### src/rtl/array_mul_pkg.sv
// Shared definitions for the pipelined array multiplier: legality checks,
// rows-per-stage helper and the rank record carried between pipeline ranks.
package array_mul_pkg;

   localparam int unsigned MAX_W = 32;

   function automatic bit width_legal(input int unsigned w);
      return (w >= 4) && (w <= MAX_W) && (w % 2 == 0);
   endfunction

   function automatic bit stages_legal(input int unsigned w, input int unsigned s);
      return (s >= 1) && (s <= w) && (w % s == 0);
   endfunction

   function automatic int unsigned rows_per_stage(input int unsigned w, input int unsigned s);
      return w / s;
   endfunction

   // Sized for the widest legal operand; narrower instances leave upper bits zero.
   typedef struct packed {
      logic               vld;
      logic               tc;
      logic [MAX_W-1:0]   a;
      logic [MAX_W-1:0]   b;
      logic [2*MAX_W-1:0] psum;
   } rank_t;

   localparam int unsigned RANK_W = $bits(rank_t);

endpackage

### src/rtl/array_mul_stage.sv
// One pipeline rank: adds ROWS partial-product rows starting at row BASE to
// the running sum, then registers the rank record when enabled.
module array_mul_stage
   import array_mul_pkg::*;
#(
   parameter int unsigned WIDTH = 8,
   parameter int unsigned ROWS  = 2,
   parameter int unsigned BASE  = 0
) (
   input  logic              clock,
   input  logic              reset,
   input  logic              en_i,
   input  logic [RANK_W-1:0] rank_i,
   output logic [RANK_W-1:0] rank_o
);

   rank_t              cur;
   rank_t              rank_d;
   rank_t              rank_q;
   logic [WIDTH-1:0]   row;
   logic [2*WIDTH-1:0] acc;

   // In signed mode the Baugh-Wooley rows complement the bits where exactly
   // one of the two operand indices is the sign position.
   always_comb begin
      cur = rank_t'(rank_i);
      row = '0;
      acc = cur.psum[2*WIDTH-1:0];
      for (int unsigned j = BASE; j < BASE + ROWS; j++) begin
         for (int unsigned i = 0; i < WIDTH; i++) begin
            row[i] = (cur.a[i] & cur.b[j]) ^ (cur.tc & ((i == WIDTH-1) != (j == WIDTH-1)));
         end
         acc = acc + ((2*WIDTH)'(row) << j);
      end
      rank_d                     = cur;
      rank_d.psum                = '0;
      rank_d.psum[2*WIDTH-1:0]   = acc;
   end

   // Bubbles only clear the valid bit so the last product stays on the output.
   always_ff @(posedge clock or negedge reset) begin
      if (!reset) begin
         rank_q <= '0;
      end else if (en_i) begin
         if (rank_d.vld) begin
            rank_q <= rank_d;
         end else begin
            rank_q.vld <= 1'b0;
         end
      end
   end

   assign rank_o = rank_q;

endmodule

### src/rtl/array_mul_pipe.sv
// Pipelined array multiplier, STAGES ranks of WIDTH/STAGES rows each, with a
// valid/ready handshake. Define ARRAY_MUL_SIGNED_EN to add the tc port.
module array_mul_pipe
   import array_mul_pkg::*;
#(
   parameter int unsigned WIDTH  = 8,
   parameter int unsigned STAGES = 4
) (
   input  logic               clock,
   input  logic               reset,
   input  logic               start,
   input  logic [WIDTH-1:0]   mcand,
   input  logic [WIDTH-1:0]   mlier,
`ifdef ARRAY_MUL_SIGNED_EN
   input  logic               tc,
`endif
   output logic               in_ready,
   input  logic               out_ready,
   output logic [2*WIDTH-1:0] prodt,
   output logic               valid
);

   localparam int unsigned RPS = rows_per_stage(WIDTH, STAGES);

   if (!width_legal(WIDTH) || !stages_legal(WIDTH, STAGES)) begin : g_param_err
      $error("array_mul_pipe: illegal WIDTH/STAGES combination");
   end

   logic              tc_s;
   rank_t             head;
   rank_t             tail;
   logic [RANK_W-1:0] chain [STAGES+1];
   logic              unused_tail;

`ifdef ARRAY_MUL_SIGNED_EN
   assign tc_s = tc;
`else
   assign tc_s = 1'b0;
`endif

   // Baugh-Wooley correction constants (2^WIDTH + 2^(2*WIDTH-1)) seed the sum.
   always_comb begin
      head      = '0;
      head.vld  = start;
      head.tc   = tc_s;
      head.a    = MAX_W'(mcand);
      head.b    = MAX_W'(mlier);
      if (tc_s) begin
         head.psum[WIDTH]       = 1'b1;
         head.psum[2*WIDTH-1]   = 1'b1;
      end
   end

   assign chain[0] = head;

   for (genvar s = 0; s < STAGES; s++) begin : g_stage
      array_mul_stage #(
         .WIDTH (WIDTH),
         .ROWS  (RPS),
         .BASE  (s * RPS)
      ) u_stage (
         .clock  (clock),
         .reset  (reset),
         .en_i   (in_ready),
         .rank_i (chain[s]),
         .rank_o (chain[s+1])
      );
   end

   assign tail        = rank_t'(chain[STAGES]);
   assign valid       = tail.vld;
   assign prodt       = tail.psum[2*WIDTH-1:0];
   assign in_ready    = !(valid && !out_ready);
   assign unused_tail = ^tail;

endmodule
### config.mk
export PLATFORM = sky130hd
export DESIGN_NAME = array_mul_pipe
export DESIGN_NICKNAME = d
export VERILOG_FILES = /design/src/rtl/array_mul_pkg.sv /design/src/rtl/array_mul_stage.sv /design/src/rtl/array_mul_pipe.sv
export SDC_FILE = /design/constraint.sdc
export NUM_CORES = 1
export LEC_CHECK = 0
export CAP_MARGIN = 5
export CORE_MARGIN = 2
export CORE_UTILIZATION = 54
export DETAILED_ROUTE_END_ITERATION = 10
export PLACE_DENSITY = 0.74
export SYNTH_ARGS = -nofsm -noshare
export SYNTH_HDL_FRONTEND = slang
export SYNTH_SLANG_ARGS = --single-unit
### constraint.sdc
create_clock -name clock -period 5.55 [get_ports clock]
set_input_delay 1.665 -clock clock [delete_from_list [all_inputs] [get_ports clock]]
set_output_delay 1.665 -clock clock [all_outputs]
set_load 0.03 [all_outputs]
==> results.toml <==
[run_status]
outcome = "complete, no violations"

[placed_design]
place_ws_ns = 0.678
routabilityCongestion = 0.891
dpl.hpwl_mm = 9.26
portBuffers = 37

[floorplanning]
rows = 37
initial_core_util_pct = 55.7
die_x_um = 107
ioPinCount = 38
dieArea_um2 = 11500
coreArea_um2 = 10400
die_h_um = 107

[sta]
slew_viol_final = 0
finalSetupTns_ns = 0
period_share_pct = 87.8
max_freq_mhz = 205
rsz0062_at_grt = "no"
clock_skew_ns = 0.0173
relSlewSlack_pct = 29.1
setup_ws_ns = 0.678
tightestPinTransition_ns = 1.06
setup_viol = 0
fin_crit_ns = 4.87
hold_violations = 0

[routing]
vias = 4007
viasPerCell = 5.67
drtIter0Drc = 169
drcViolationCount = 0
drt-total-wl_mm = 11.7
drt_first_pass_iters = 4
antenna_left = 0
routedWlPerCell_um = 16.6

[final_layout]
postLayoutCoreUtil_pct = 60.9
layout_common_cells = "92 x dfrtp_1, 78 x nand2_1, 58 x and2_1, 44 x mux2_2, 36 x clkdlybuf4s50_1"
nets = 645
fill_cells = 891
syn_to_final_growth_pct = 9.45
layout-drive-gt1-share_pct = 12.8
final_common_cell = "dfrtp_1"
seq_area_um2 = 2300
largest_register_ffs = 92
diodes = 0
multi_input_area_um2 = 3170

[clocking]
cts_buffers = 9
postCtsHoldBufs = 0
cts_tree = "yes"
cts_max_level = 3
ctsRootBufferMaster = "clkbuf_8"
post_cts.repair.setup_buffers = 0
clkLatencyLatePin_ns = 0.37
cts_buffer_depth = 2
clk_pin_slew_ns = 0.10
clkSinkCount = 92
cts_resized = 0

[yosys]
syn_inst = 545
ys_ff_latch = 92
synth_nets = 624
syn_avg_cell_area_um2 = 10.6
synth_enable_flop_cells = 0
ys_types = 53
syn_area_um2 = 5770
yosysSeqAreaShare_pct = 39.9
ys_warn_count = 0
asyncSetResetFlopFracSynth_pct = 100
synth-main-ff-cell = "dfrtp_1"

[worst_setup_path]
cp_max_fo = 14
r2r_slack_ns = 2.52
cp.required_ns = 3.88
reg2reg_to = "g_stage[1].u_stage.rank_o[11]"
r2r.worst_path.cells = 9
cp-endpoint = "in_ready"
endpoint_kind = "output pin"
timing.rr.start = "g_stage[0].u_stage.rank_o[66]"
worst_setup_path_start_kind = "primary input"
arrival_ns = 3.21
critPathKind = "in2out"
startpoint = "out_ready"

[global_routing]
use_met3_pct = 2.66
antenna_found_initial = 0
gr-usage-met2_pct = 41.2
grt_max_degree = 55
grt_overflow_total = 0
grt_pass1_vias = 4178
met1_usage_pct = 27.6
grt_busiest_layer = "met2"
grtUsageTotal_pct = 22.4
grt_pass1_wl_mm = 20.2

[min_path]
min_path_type = "reg2reg"

[pwr]
cellPowerDensity_nw_per_um2 = 594
total_leakage_power_uw = 0.00292
vdd_drop_max_mv = 0.253

[flow_run]
cap_violations = 0
[through the flow]
step,power [µW],area (µm²),hold WS (ns),cells
2_1_floorplan,2830,5770,0.435,545
3_3_place_gp,3220,6120,0.453,691
3_5_place_dp,3310,6120,0.468,691
4_1_cts,3790,6320,0.494,707
5_1_grt,4100,6320,0.517,707
6_report,3760,6320,0.487,707
[synth_stat cells (all sizes together) (6+ instances only)]
cell type	instances	share of area [%]
dfrtp	92	40
nand2	81	5.4
and2	59	6.4
mux2	44	8.6
ha	34	7.4
buf	26	3.2
fa	25	8.7
inv	24	1.6
o21ai	21	1.8
nor2	16	1.1
a211oi	12	1.7
a21oi	12	1.0
o31ai	11	1.4
o211ai	9	1.2
o31a	8	1.2
nand3	7	0.69
o21a	6	0.78
[worst max-delay path, cell delays in order]
cell	delay, ns
clkdlybuf4s50_1	0.44
nor2b_4	0.28
inv_2	0.18
clkdlybuf4s50_1	0.63
[power by group]
group | internal, µW | total (µW) | switching (µW)
logic | 970 | 2090 | 1120
registers | 966 | 1210 | 243
clock network | 178 | 456 | 277
total | 2110 | 3760 | 1640
[cells by family after synthesis]
logic type,Yosys count,synth area share (%)
AND/OR/NAND/NOR,188,16.8
AO/OA/AOI/OAI,104,12.8
flip-flops,92,39.9
adder cells (fa/ha/maj),59,16.0
buffers and inverters,53,5.16
multiplexers,44,8.58
XOR/XNOR,5,0.759
[layer usage]
| layer | vias to the layer above | wire (µm) |
|---|---|---|
| met3 | 15 | 249 |
| met1 | 2006 | 4990 |
| met4 | 0 | 186 |
| met2 | 50 | 6310 |
| li1 | 1936 | - |
| met5 | - | 0 |
[final cells by class]
cell class / instances / share of cell area [%]
clock buffer: 9 / 1.96
inverter: 24 / 1.43
clock inverter: 7 / 1.21
multi-input combinational: 400 / 50.2
sequential: 92 / 36.4
tap: 136 / 2.69
timing repair buffer: 39 / 6.06
[worst min path at each step]
stage	start	end	slack, ns	depth (start not counted)
after CTS	g_stage[3].u_stage.rank_o[9]	g_stage[3].u_stage.rank_o[9]	0.49	2
after global routing	g_stage[3].u_stage.rank_o[11]	g_stage[3].u_stage.rank_o[11]	0.52	2
final	g_stage[0].u_stage.rank_o[71]	g_stage[0].u_stage.rank_o[71]	0.49	2
after detailed placement	g_stage[0].u_stage.rank_o[71]	g_stage[0].u_stage.rank_o[71]	0.47	2
after floorplan	g_stage[0].u_stage.rank_o[0]	g_stage[0].u_stage.rank_o[0]	0.43	2
after global placement	g_stage[0].u_stage.rank_o[0]	g_stage[0].u_stage.rank_o[0]	0.45	2
(Power assumes the default switching activity.)
